==> src/rtl/cw305_aes_seq_pkg.sv <==
// Shared types and defaults for the CW305 AES sequencer.
// Build option AES_SEQ_WATCHDOG_EN enables the RUN-state watchdog.
package cw305_aes_seq_pkg;

    localparam int AES_W           = 128;
    localparam int DEF_COUNT_WIDTH = 16;
    localparam int DEF_WDOG_CYCLES = 1024;

    typedef enum logic [1:0] {
        IDLE,
        LOAD,
        RUN,
        CAPTURE
    } seq_state_e;

endpackage

==> src/rtl/cw305_start_detect.sv <==
// Merges the register GO pulse with the rising edge of the
// synchronized usb_trigger level into a single start strobe.
module cw305_start_detect (
    input  logic crypto_clk,
    input  logic reset_i,
    input  logic go_reg,
    input  logic go_trig,
    output logic start
);

    logic go_trig_q;

    always_ff @(posedge crypto_clk) begin
        if (reset_i) begin
            go_trig_q <= 1'b0;
        end else begin
            go_trig_q <= go_trig;
        end
    end

    assign start = go_reg | (go_trig & ~go_trig_q);

endmodule

==> src/rtl/cw305_aes_sequencer.sv <==
// Batch sequencer for the AES core in the crypto clock domain.
// Optional watchdog: define AES_SEQ_WATCHDOG_EN.
module cw305_aes_sequencer
    import cw305_aes_seq_pkg::*;
#(
    parameter int pCOUNT_WIDTH = DEF_COUNT_WIDTH,
    parameter int pWDOG_CYCLES = DEF_WDOG_CYCLES
) (
    input  logic                    crypto_clk,
    input  logic                    reset_i,
    input  logic                    go_reg_i,
    input  logic                    go_trig_i,
    input  logic [AES_W-1:0]        textin_i,
    input  logic [AES_W-1:0]        key_i,
    input  logic [pCOUNT_WIDTH-1:0] batch_count_i,
    input  logic                    chain_i,
    output logic                    core_load_o,
    output logic [AES_W-1:0]        core_pt_o,
    output logic [AES_W-1:0]        core_key_o,
    input  logic                    core_done_i,
    input  logic [AES_W-1:0]        core_ct_i,
    output logic [AES_W-1:0]        cipherout_o,
    output logic                    busy_o,
    output logic                    done_o,
    output logic                    trigger_o,
    output logic [pCOUNT_WIDTH-1:0] runs_o,
    output logic                    error_o
);

    seq_state_e state_q, state_d;

    logic [AES_W-1:0]        pt_q;
    logic [AES_W-1:0]        key_q;
    logic [AES_W-1:0]        cipher_q;
    logic [pCOUNT_WIDTH-1:0] target_q;
    logic [pCOUNT_WIDTH-1:0] runs_q;
    logic                    chain_q;

    logic start;
    logic accept;
    logic last;
    logic wdog_expire;

    cw305_start_detect u_start (
        .crypto_clk (crypto_clk),
        .reset_i    (reset_i),
        .go_reg     (go_reg_i),
        .go_trig    (go_trig_i),
        .start      (start)
    );

    assign accept = (state_q == IDLE) && start;

    // runs_q already counts the capture in progress once CAPTURE is reached
    assign last = (state_q == CAPTURE) && (runs_q == target_q);

`ifdef AES_SEQ_WATCHDOG_EN
    localparam int WD_W = $clog2(pWDOG_CYCLES + 1);

    logic [WD_W-1:0] wdog_q;
    logic            error_q;

    always_ff @(posedge crypto_clk) begin
        if (reset_i || state_q != RUN) begin
            wdog_q <= '0;
        end else begin
            wdog_q <= wdog_q + 1'b1;
        end
    end

    assign wdog_expire = (state_q == RUN) && !core_done_i &&
                         (wdog_q == WD_W'(pWDOG_CYCLES - 1));

    always_ff @(posedge crypto_clk) begin
        if (reset_i) begin
            error_q <= 1'b0;
        end else if (accept) begin
            error_q <= 1'b0;
        end else if (wdog_expire) begin
            error_q <= 1'b1;
        end
    end

    assign error_o = error_q;
`else
    assign wdog_expire = (pWDOG_CYCLES < 0);
    assign error_o     = 1'b0;
`endif

    always_comb begin
        state_d = state_q;
        unique case (state_q)
            IDLE: begin
                if (start) begin
                    state_d = LOAD;
                end
            end
            LOAD: begin
                state_d = RUN;
            end
            RUN: begin
                if (core_done_i) begin
                    state_d = CAPTURE;
                end else if (wdog_expire) begin
                    state_d = IDLE;
                end
            end
            CAPTURE: begin
                state_d = last ? IDLE : LOAD;
            end
            default: begin
                state_d = IDLE;
            end
        endcase
    end

    always_ff @(posedge crypto_clk) begin
        if (reset_i) begin
            state_q  <= IDLE;
            pt_q     <= '0;
            key_q    <= '0;
            cipher_q <= '0;
            target_q <= '0;
            runs_q   <= '0;
            chain_q  <= 1'b0;
        end else begin
            state_q <= state_d;
            if (accept) begin
                pt_q     <= textin_i;
                key_q    <= key_i;
                chain_q  <= chain_i;
                runs_q   <= '0;
                target_q <= (batch_count_i == '0) ?
                            pCOUNT_WIDTH'(1) : batch_count_i;
            end
            // core_ct_i is only guaranteed valid alongside core_done_i
            if (state_q == RUN && core_done_i) begin
                cipher_q <= core_ct_i;
                runs_q   <= runs_q + 1'b1;
            end
            if (state_q == CAPTURE && chain_q) begin
                pt_q <= cipher_q;
            end
        end
    end

    assign core_load_o = (state_q == LOAD);
    assign trigger_o   = (state_q == RUN);
    assign core_pt_o   = pt_q;
    assign core_key_o  = key_q;
    assign cipherout_o = cipher_q;
    assign runs_o      = runs_q;
    assign done_o      = last;
    assign busy_o      = (state_q != IDLE) && !last;

endmodule

==> config.mk <==
export PLATFORM = sky130hd
export DESIGN_NAME = cw305_aes_sequencer
export DESIGN_NICKNAME = d
export VERILOG_FILES = /design/src/rtl/cw305_aes_seq_pkg.sv /design/src/rtl/cw305_start_detect.sv /design/src/rtl/cw305_aes_sequencer.sv
export SDC_FILE = /design/constraint.sdc
export NUM_CORES = 1
export LEC_CHECK = 0
export CORE_AREA = 2 2 317 319
export DETAILED_ROUTE_END_ITERATION = 10
export DIE_AREA = 0 0 319 321
export PLACE_DENSITY_LB_ADDON = 0.15
export SLEW_MARGIN = 20
export SYNTH_ARGS = -nofsm -noshare
export SYNTH_HDL_FRONTEND = slang
export SYNTH_SLANG_ARGS = --single-unit
==> constraint.sdc <==
create_clock -name crypto_clk -period 2.3 [get_ports crypto_clk]
set_input_delay 0.46 -clock crypto_clk [delete_from_list [all_inputs] [get_ports crypto_clk]]
set_output_delay 0.46 -clock crypto_clk [all_outputs]
set_load 0.005 [all_outputs]
### Word level (Yosys, flattened, before mapping)

Index checks and enable logic that the tools add are counted.

* output and inout bits: 405
* flip-flop bits (word level): 420
* word-level logic and storage cells: 39
* latch bits: 0
* memory bits (writable): 0
* memories: 0
* input port bits: 406
* memory bits (read-only): 0

* div/mod/pow operators: 0
* shift-type cells: 0
* eq/ne operators: 6
* reductions and logical operators: 12
* $lt $le $gt $ge: 0
* multiply operators: 0
* mux-type cells: 9
* bitwise gates (word level): 3
* add/subtract/negate cells: 1

Operator list (count)
* $mux W128: 2
* $mux W16: 3
* $add A16 B1 Y16 const B: 1
* $eq A16 B16 Y1: 1
* $logic_not A16 Y1: 1
* $pmux W2 S4: 1
* $reduce_bool A2 Y1: 3
* $logic_and A1 B1 Y1: 5
* $eq A2 B2 Y1 const B: 2
* $mux W2: 2
* $ne A2 B2 Y1 const B: 2
* $eq A2 B1 Y1 const B: 1
* $logic_not A2 Y1: 1
* $reduce_and A2 Y1: 1
* $and A1 B1 Y1: 1
* $logic_not A1 Y1: 1
* $mux W1: 1
* $not A1 Y1: 1
* $or A1 B1 Y1: 1

### Longest topological paths before layout

Gate-level depths: netlist of the first run.

* depth after elaboration: 6
* depth in mapped cells: 8
* gate-level depth less buffers: 7

### Cells and area by module

Synthesis of the first run repeated with hierarchy kept, for this count alone.

* cells, all modules: 2053
* area total of the unflattened synthesis: 16024.1 µm²

Modules (own cells, without submodules)
* cw305_aes_sequencer: times used 1, cells an instance 2049, seq. area each 8388.0 µm², area each 15986.6 µm²
* cw305_start_detect: times used 1, cells an instance 4, seq. area each 20.0 µm², area each 37.5 µm²

### Worst setup path before layout of the first run

OpenSTA, ideal clock, no wires.

* path type: flip-flop to flip-flop
* start point: reg state_q[0]
* end point: reg runs_q[11], in the netlist runs_o[11]
* period minus slack after synthesis: 1684 ps
* setup slack: 616 ps
* library setup time: 65 ps
* data required time: 2235 ps
* cell stages (with the launch flop): 8
* arrival: 1619 ps
* buffers on the path: 0
* cells stage by stage: dfxtp_1 -> inv_1 -> ha_1 -> and4_1 -> and3_1 -> and2_1 -> mux2_1 -> nor2_1

* longest elaborated chain between the ends: 3

Ends and longest elaborated chain
* start: declaration: RTL line cw305_aes_sequencer.sv:30 `seq_state_e state_q, state_d;`
* start signal: assignment: RTL line cw305_aes_sequencer.sv:127 `state_q <= state_d;`
* $eq A2 B2 Y1 *
* via trigger_o: RTL line cw305_aes_sequencer.sv:25 `output logic trigger_o,`
* $logic_and A1 B1 Y1 *: RTL line cw305_aes_sequencer.sv:137 `if (state_q == RUN && core_done_i) begin`
* $mux W16 / $reduce_bool A2 Y1 (equally long branches)
* end signal: assignment: RTL line cw305_aes_sequencer.sv:139 `runs_q <= runs_q + 1'b1;`
* end: declaration: RTL line cw305_aes_sequencer.sv:36 `logic [pCOUNT_WIDTH-1:0] runs_q;`

Mark *: on every way through the listed nets, which the timed path passes. The rest lies on a longest branch.
A chain may end at the register's enable or synchronous reset.

### Worst setup path after layout of the first run

* start point: reg target_q[11]
* end point: out busy_o

* longest elaborated chain between the ends: 4

Ends and longest elaborated chain
* start: declaration: RTL line cw305_aes_sequencer.sv:35 `logic [pCOUNT_WIDTH-1:0] target_q;`
* start signal: assignment: RTL line cw305_aes_sequencer.sv:133 `target_q <= (batch_count_i == '0) ?`
* $eq A16 B16 Y1: RTL line cw305_aes_sequencer.sv:55 `assign last = (state_q == CAPTURE) && (runs_q == target_q);`
* $logic_and A1 B1 Y1: RTL line cw305_aes_sequencer.sv:55
* $logic_not A1 Y1: RTL line cw305_aes_sequencer.sv:154 `assign busy_o = (state_q != IDLE) && !last;`
* $logic_and A1 B1 Y1: RTL line cw305_aes_sequencer.sv:154
* end: declaration: RTL line cw305_aes_sequencer.sv:23 `output logic busy_o,`

Every way passes these cells.

==> flow_metrics.py, run 1 <==
metrics = {
    "status": {
        "status": "finished with violations",
        "violations": "setup timing",
    },
    "global_route": {
        "antenna_found_initial": 9,
        "overflow": 0,
        "grt_first_pass_wirelength_um": 122200,
        "grt_pass1_vias": 17763,
        "grt_use_total_pct": 15.82,
        "grt_max_degree": 71,
    },
    "timing": {
        "grt_setup_unrepaired": "yes",
        "drv_slew": 0,
        "period_needed_ps": 2665,
        "fin_crit_sh_pct": 115.9,
        "finalHoldViolCount": 0,
        "tightest_slew_ps": 530.9,
        "setup_tns_ps": -958.0,
        "fmax_ghz": 0.3752,
        "max_slew_margin_pct": 64.60,
        "finalSetupViolCount": 3,
        "setup_ws_ps": -365.2,
        "fin_skew_ps": 30.71,
    },
    "synth": {
        "syn_area_um2": 16630,
        "seq_area_frac_synth_pct": 50.55,
        "synth_area_leader_cell": "dfxtp_1",
        "ys.flop_type": "dfxtp_1",
        "synth_top_area_share_pct": 50.55,
        "yosys_warnings": 0,
        "synth_edf_count": 0,
        "yosysUniqueCellTypes": 40,
        "syn_inst": 2046,
        "synth-async-reset-ratio_pct": 0,
        "yosysMostFrequentCell": "nand2_1",
        "synth.avg_cell_area_um2": 8.129,
        "synth_commonest_cells": "810 x nand2_1, 420 x dfxtp_1, 284 x a21oi_1",
        "yosys-top-cells-area": "dfxtp_1 51%, nand2_1 18%, a311oi_2 9.0%",
        "syn_nets": 2457,
        "synth-seq-cells": 420,
    },
    "setup_path": {
        "crit_fanout": 2,
        "worst_setup_path_start_kind": "flop",
        "arrival_ps": 2210,
        "timing.rr.start": "state_q[0]",
        "required_ps": 1840,
        "path_delay_family": "simple AND/OR/NAND/NOR gates",
        "cp_slowest_stage_delay_ps": 410,
        "path_depth": 7,
        "ff2ff_path_depth": 7,
        "crit_path_start": "target_q[11]",
        "cp_slowest_cell": "nor4_4",
        "rrSetupSlack_ps": 310,
        "cp_num_buf_inv": 2,
        "crit_type": "flop to output port",
        "endpoint": "busy_o",
        "timing.rr.end": "runs_o[11]",
        "crit_chain": "xnor2_2, nand4_1, nor4_4, buf_4, and2_4, nor2_2, buf_2",
        "endpoint_kind": "output port",
    },
    "drt": {
        "wire_per_inst_um": 20.23,
        "met3WireLength_um": 5329,
        "first_iter_violations": 875,
        "wl_met1_um": 34360,
        "antenna_left": 0,
        "vias": 17471,
        "dr.pass1.iters": 5,
        "highest_layer": "met5",
        "route.detailed.drc": 0,
        "drt_wl_total_um": 85140,
        "vias_per_cell": 4.152,
        "wl_met2_um": 42910,
    },
    "power": {
        "p_per_area_nw_per_um2": 962.9,
        "p_leak_nw": 10.44,
        "ir_drop_uv": 582.4,
    },
    "clock_tree": {
        "cts.htree.levels": 2,
        "clk_path_buf_depth": 3,
        "clock_latency_ps": 630,
        "cts.sink_count": 420,
        "cts_buffers": 53,
        "cts_tree": "yes",
        "cts_root_buf": "clkbuf_16",
        "post_cts_buffers": 0,
        "path_clk_slew_ps": 60,
    },
    "placed_design": {
        "place_area_um2": 26970,
        "dp_hpwl_um": 64330,
        "io_buffers": 809,
        "gp_congestion": 0.8344,
    },
    "job": {
        "maxCapViolCount": 0,
    },
    "die": {
        "initial_utilization_pct": 16.75,
        "dieArea_um2": 102400,
        "die_w_um": 319,
        "num_rows": 116,
        "coreArea_um2": 99280,
        "ios": 811,
        "die_h_um": 321,
    },
    "finish": {
        "stdcell_area_um2": 28790,
        "nNetsFinal": 3271,
        "area_growth_pct": 73.12,
        "drive_above_1_share_pct": 11.55,
    },
    "worst_hold_path": {
        "hold_class": "primary input to flop",
    },
}
## cell type report
class / count / area [um^2]
inverters: 3 / 11.26
flip-flops and latches: 420 / 8417
fillers: 10590 / 70480
multi-input cells: 1455 / 7491
repair buffers: 927 / 9477
well taps: 1298 / 1624
clock buffers: 74 / 1546
diodes: 9 / 22.52
clock inverters: 22 / 205.2
## power by group
part           total (mW)  internal (mW)  leakage, nW  switching [mW]
Combinational        9.61           5.02         6.13            4.59
Sequential           9.63           8.71         3.44           0.916
Clock                8.49           4.92        0.866            3.57
Total                27.7           18.7         10.4            9.07
## logic make-up (layout without fill, tap and decap cells)
| family | after synthesis | count (layout) | synth area share [%] |
|---|---|---|---|
| and+or+nand+nor | 997 | 997 | 23.10 |
| AOI/OAI and AO/OA | 432 | 432 | 19.95 |
| DFF | 420 | 420 | 50.55 |
| buffers and inverters | 171 | 1026 | 4.905 |
| xor gates and xnor gates | 16 | 16 | 0.8425 |
| adders and majority gates | 5 | 5 | 0.3761 |
| muxes | 4 | 4 | 0.2483 |
| other | 1 | 10 | 0.02255 |
## how the worst min path moves through the flow
stage | startpoint | endpoint | slack (ps) | depth (start not counted)
after detailed placement | core_key_o[41] | core_key_o[41] | 450 | 2
after CTS | reset_i | cipherout_o[73] | 190 | 2
after global routing | reset_i | cipherout_o[74] | 200 | 2
final | reset_i | cipherout_o[73] | 240 | 2
after floorplan | chain_q | chain_q | 440 | 2
after global placement | core_key_o[120] | core_key_o[120] | 440 | 2
## per-stage QoR
step	instances	hold WS [ps]	power [mW]	utilization (%)	setup slack [ps]
CTS	4199	189.1	28.29	28.98	-456.5
global placement	4103	443.4	19.44	27.16	-528.3
detailed placement	4103	445.3	19.51	27.16	-516.4
finish	4208	241.0	27.73	29.00	-365.2
floorplan	2046	436.6	13.40	-	615.9
global route	4206	204.2	29.26	29.00	-512.9
## flip-flops by register name, indices dropped and copies added, names as in the netlist
| name | flops |
|---|---|
| u_start.go_trig_q | 1 |
| chain_q | 1 |
| core_key_o | 128 |
| state_q | 2 |
| core_pt_o | 128 |
| target_q | 16 |
| runs_o | 16 |
| cipherout_o | 128 |
## timing repair
item	CTS	global route
hold buffers	0	0
pin swaps	6	3
resized for setup	23	3
endpoints found under the setup margin	5	3
## per-layer routing
layer,GRT usage [%],up-vias
li1,-,8456
met4,5.807,2
met1,18.18,8347
met3,4.130,111
met2,28.10,555
met5,0,-
## placed cells by master, fill, tap and decap left out, types with 8 or more instances in the layout
cell type / netlist / layout
clkinv_2: 0 / 12
clkbuf_8: 0 / 12
diode_2: 0 / 9
a311oi_1: 33 / 33
clkbuf_1: 92 / 8
clkbuf_16: 0 / 54
nand2_1: 810 / 808
buf_4: 4 / 78
dfxtp_1: 420 / 413
clkdlybuf4s50_1: 0 / 804
xnor2_1: 16 / 11
nand3_1: 13 / 13
a311oi_2: 100 / 100
a21oi_1: 284 / 284
nor2_1: 146 / 145
buf_12: 0 / 40
No activity file was read; power rests on OpenSTA's default activity.
==> run 2: changes to the inputs <==
- SETUP_SLACK_MARGIN: unset -> 0.2
==> run 2 against run 1 <==
Effect of this change: the flow still finishes with violations (setup timing); total power down 0.31%; clock skew about the same; via count up 0.41%; first-iteration DRC count up 5.7%; non-clock buffer count unchanged; global-route usage about the same; cell area down 0.20%; final cell count about the same; clock power about the same; count of clock-buffer cells in the layout unchanged; setup slack better by 0.85 ps; fmax about the same.
==> flow_metrics.py, run 2 (synthesized netlist as in run 1, its figures left out) <==
metrics = {
    "status": {
        "status": "finished with violations",
        "violations": "setup timing",
    },
    "placed_design": {
        "placed_cells": 4103,
        "dp_hpwl_um": 64330,
        "io_buffers": 809,
        "dpl_worst_slack_ps": -516.4,
        "gp_congestion": 0.8344,
        "place_area_um2": 26970,
    },
    "die": {
        "num_rows": 116,
        "coreArea_um2": 99280,
        "die_h_um": 321,
        "die_w_um": 319,
        "ios": 811,
        "dieArea_um2": 102400,
        "initial_utilization_pct": 16.75,
    },
    "setup_path": {
        "timing.rr.start": "state_q[0]",
        "ff2ff_path_depth": 7,
        "endpoint_kind": "output port",
        "required_ps": 1840,
        "worst_setup_path_start_kind": "flop",
        "timing.rr.end": "runs_o[11]",
        "crit_fanout": 2,
        "crit_type": "flop to output port",
        "rrSetupSlack_ps": 290,
        "arrival_ps": 2200,
    },
    "timing": {
        "max_slew_margin_pct": 64.77,
        "tightest_slew_ps": 528.5,
        "fmax_ghz": 0.3753,
        "drv_slew": 0,
        "fin_crit_sh_pct": 115.8,
        "setup_ws_ps": -364.3,
        "holdWs_ps": 219.9,
        "finalHoldViolCount": 0,
        "grt_setup_unrepaired": "yes",
        "period_needed_ps": 2664,
        "fin_skew_ps": 31.07,
        "setup_tns_ps": -970.0,
        "finalSetupViolCount": 3,
    },
    "worst_hold_path": {
        "hp-start": "reset_i",
        "holdPathEnd": "cipherout_o[73]",
        "hold_class": "primary input to flop",
        "whs_path_depth": 2,
    },
    "global_route": {
        "grt_max_degree": 71,
        "antenna_found_initial": 8,
        "grt_use_total_pct": 15.82,
        "overflow": 0,
        "grt_pass1_vias": 17767,
        "grt_first_pass_wirelength_um": 122300,
    },
    "finish": {
        "area_growth_pct": 72.78,
        "mostFrequentLayoutCells": "808 x nand2_1, 746 x clkdlybuf4s50_1, 408 x dfxtp_1",
        "stdcell_count": 4209,
        "drive_above_1_share_pct": 11.75,
        "stdcell_area_um2": 28740,
        "final_core_util_pct": 28.95,
        "layout_commonest_cell": "nand2_1",
        "nNetsFinal": 3271,
    },
    "drt": {
        "vias_per_cell": 4.168,
        "first_iter_violations": 925,
        "dr.pass1.iters": 5,
        "wire_per_inst_um": 20.19,
        "drt_wl_total_um": 84990,
        "antenna_left": 0,
        "route.detailed.drc": 0,
        "vias": 17543,
    },
    "job": {
        "maxCapViolCount": 0,
    },
    "clock_tree": {
        "cts-hold-fix-buffers": 0,
        "cts.sink_count": 420,
        "clock_latency_ps": 630,
        "post_cts_buffers": 0,
        "path_clk_slew_ps": 60,
        "cts_buffers": 53,
        "cts.htree.levels": 2,
        "clk_path_buf_depth": 3,
        "cts_root_buf": "clkbuf_16",
        "cts_tree": "yes",
    },
    "power": {
        "comb_power_share_pct": 34.5,
        "clockPowerShare_pct": 30.7,
        "seqPwrFrac_pct": 34.8,
        "p_per_area_nw_per_um2": 961.8,
        "ir_drop_uv": 580.0,
        "swShare_pct": 32.80,
        "cell_internal_pwr_mw": 18.58,
        "power.total_mw": 27.64,
        "p_leak_nw": 10.73,
        "p_sw_mw": 9.065,
    },
}
==> run 2: cell types whose count changed in the layout (fill, tap and decap cells not counted), sizes merged <==
cell,change
buf,+1
clkdlybuf4s50,-58
diode,+1
dlygate4sd2,+55
dlymetal6s2s,+2
==> run 2: timing repair <==
action | in CTS | in global routing
pin swaps | 6 | 3
setup endpoints to repair | 64 | 10
resized for setup | 86 | 8
==> run 2: how the worst max path moves through the flow <==
| stage | depth (start not counted) | start | endpoint |
|---|---|---|---|
| 3_5_place_dp | 6 | runs_o[12] | done_o |
| 4_1_cts | 7 | target_q[13] | busy_o |
| 6_report | 7 | target_q[11] | busy_o |
| 2_1_floorplan | 7 | state_q[0] | runs_o[11] |
| 5_1_grt | 7 | target_q[11] | busy_o |
| 3_3_place_gp | 6 | runs_o[11] | done_o |
==> run 2: layout make-up <==
type	count	area, um^2
inverters	3	11.26
fillers	10608	70540
clock buffers	74	1546
multi-input cells	1455	7491
well taps	1298	1624
clock inverters	22	205.2
diodes	10	25.02
flip-flops and latches	420	8423
repair buffers	927	9412
==> run 2: power groups by stage <==
| stage | clock network (mW) | logic (mW) | registers (mW) |
|---|---|---|---|
| final | 8.49 | 9.53 | 9.62 |
| after global placement | 0 | 9.73 | 9.72 |
| after detailed placement | 0 | 9.76 | 9.75 |
| after global routing | 9.08 | 10.3 | 9.80 |
| after CTS | 8.82 | 9.77 | 9.62 |
| after floorplan | 0 | 3.70 | 9.70 |
==> run 2: worst max-delay path, cell delays in order, from the launching register on <==
cell     delay, ps
dfxtp_2        330
xnor2_2        190
nand4_1        160
nor4_4         410
buf_4          180
and2_4         150
nor2_2          30
buf_2          130
==> run 2: metal layers <==
layer	up-vias	routed length (um)	track usage, %
met5	-	11	0
met2	604	42960	28.14
met1	8361	33950	18.18
met3	115	5502	4.143
li1	8461	-	-
met4	2	2568	5.734
==> run 3: changes to the inputs <==
- SLEW_MARGIN: 20 -> unset
- clock period: 2.3 -> 2.48 ns (I/O delays scaled with it)
==> run 3 against run 2 <==
Effect of this change: the flow still finishes with violations (setup timing); highest routed layer unchanged; clock power down 7.3%; critical path depth did not move; cell area is 0.51% lower; wire length grew 0.40%; sequential share of layout area grew 0.13 points.
==> flow_metrics.py, run 3 (synthesized netlist as in run 1, its figures left out) <==
metrics = {
    "status": {
        "status": "finished with violations",
        "violations": "setup timing",
    },
    "setup_path": {
        "required_ps": 1980,
        "timing.rr.start": "state_q[0]",
        "crit_chain": "xnor2_2, nand4_1, nor4_4, buf_4, and2_4, nor2_2, buf_2",
        "cp_slowest_stage_delay_ps": 390,
        "crit_fanout": 2,
        "cp_slowest_cell": "nor4_4",
        "cp_num_buf_inv": 2,
        "crit_type": "flop to output port",
        "path_delay_family": "simple AND/OR/NAND/NOR gates",
        "crit_path_start": "target_q[13]",
        "worst_setup_path_start_kind": "flop",
        "arrival_ps": 2240,
        "endpoint_kind": "output port",
    },
    "die": {
        "die_h_um": 321,
        "die_w_um": 319,
        "dieArea_um2": 102400,
        "ios": 811,
        "initial_utilization_pct": 16.75,
        "num_rows": 116,
        "coreArea_um2": 99280,
    },
    "clock_tree": {
        "clock_latency_ps": 650,
        "cts_tree": "yes",
        "cts.sink_count": 420,
        "clk_path_buf_depth": 3,
        "cts_root_buf": "clkbuf_16",
        "path_clk_slew_ps": 60,
        "cts.htree.levels": 2,
        "cts_buffers": 53,
    },
    "placed_design": {
        "dpl_worst_slack_ps": -220.1,
        "placed_cells": 4086,
        "gp_congestion": 0.8351,
        "io_buffers": 809,
        "dp_hpwl_um": 64480,
    },
    "finish": {
        "stdcell_count": 4189,
        "mostFrequentLayoutCells": "808 x nand2_1, 802 x clkdlybuf4s50_1, 412 x dfxtp_1",
        "regArea_um2": 8418,
        "layout_commonest_cell": "nand2_1",
        "drive_above_1_share_pct": 10.83,
        "final_core_util_pct": 28.80,
        "nNetsFinal": 3254,
        "fill_cells": 10628,
        "multi_input_area_um2": 7483,
        "area_growth_pct": 71.90,
    },
    "power": {
        "cell_internal_pwr_mw": 17.17,
        "seqPwrFrac_pct": 34.9,
        "comb_power_share_pct": 34.3,
        "p_per_area_nw_per_um2": 894.4,
        "clockPowerShare_pct": 30.8,
        "p_sw_mw": 8.402,
        "swShare_pct": 32.86,
        "ir_drop_uv": 415.6,
        "p_leak_nw": 10.33,
    },
    "worst_hold_path": {
        "hp-start": "reset_i",
        "hold_class": "primary input to flop",
    },
    "drt": {
        "dr.pass1.iters": 5,
        "route.detailed.drc": 0,
        "vias": 17474,
        "wire_per_inst_um": 20.37,
        "vias_per_cell": 4.171,
        "first_iter_violations": 865,
        "antenna_left": 0,
        "drt_wl_total_um": 85330,
    },
    "global_route": {
        "grt_first_pass_wirelength_um": 121500,
        "overflow": 0,
        "grt_max_degree": 63,
        "grt_pass1_vias": 17734,
        "grt_use_total_pct": 15.81,
        "antenna_found_initial": 12,
    },
    "timing": {
        "fin_crit_sh_pct": 110.4,
        "finalHoldViolCount": 0,
        "fin_skew_ps": 37.17,
        "finalSetupViolCount": 3,
        "period_needed_ps": 2737,
        "grt_setup_unrepaired": "yes",
        "drv_slew": 0,
        "fmax_ghz": 0.3654,
        "setup_ws_ps": -257.0,
    },
    "job": {
        "maxCapViolCount": 0,
    },
}
[run 3: path summary, 6_finish.rpt]
check,end,slack (ps),cells after the start
worst max-delay path,busy_o,-260,7
worst min-delay path,cipherout_o[83],250,2
worst max register to register,cipherout_o[114],410,6
worst min register to register,core_key_o[40],450,2
[run 3: through the flow]
step	cell area [um^2]	hold WS [ps]	setup TNS [ps]	power [mW]
2_1_floorplan	16630	436.6	0	12.43
3_3_place_gp	26790	442.7	-273.6	17.87
3_5_place_dp	26790	445.8	-427.7	17.93
4_1_cts	28550	210.1	-740.3	26.08
5_1_grt	28590	229.2	-894.0	26.95
6_report	28590	248.8	-616.0	25.57
[run 3: repair_timing]
item | in CTS | in global routing
buffers inserted | 0 | 0
pin swaps | 6 | 6
resized for setup | 23 | 5
setup endpoints to repair | 9 | 3
hold buffers | 0 | 0
[run 3: power groups by stage]
stage	combinational (mW)	clock [mW]	sequential (mW)
floorplan	3.43	0	9.00
global placement	8.86	0	9.02
detailed placement	8.88	0	9.05
CTS	8.95	8.19	8.94
global route	9.43	8.42	9.09
finish	8.76	7.87	8.94
[run 3: final cells by class]
type | instances | area share, %
Antenna cell | 10 | 0.08752
Clock buffer | 78 | 5.496
Clock inverter | 15 | 0.5645
Inverter | 3 | 0.03939
Multi-Input combinational cell | 1455 | 26.17
Sequential cell | 420 | 29.44
Tap cell | 1298 | 5.680
Timing Repair Buffer | 910 | 32.51
[run 3: worst register-to-register path: cells and delay by family, from the launching register on]
family / cells / cell delay [ps]
DFF: 1 / 410
AOI/OAI and AO/OA: 1 / 160
and+or+nand+nor: 2 / 520
buffers and inverters: 2 / 590
adders and majority gates: 1 / 350
[run 3: routing by layer]
| metal | up-vias | track usage (%) | routed length, um |
|---|---|---|---|
| li1 | 8412 | - | - |
| met1 | 8364 | 17.74 | 33610 |
| met2 | 574 | 27.66 | 42400 |
| met3 | 118 | 5.031 | 6234 |
| met4 | 6 | 6.143 | 2904 |
| met5 | - | 1.040 | 182 |
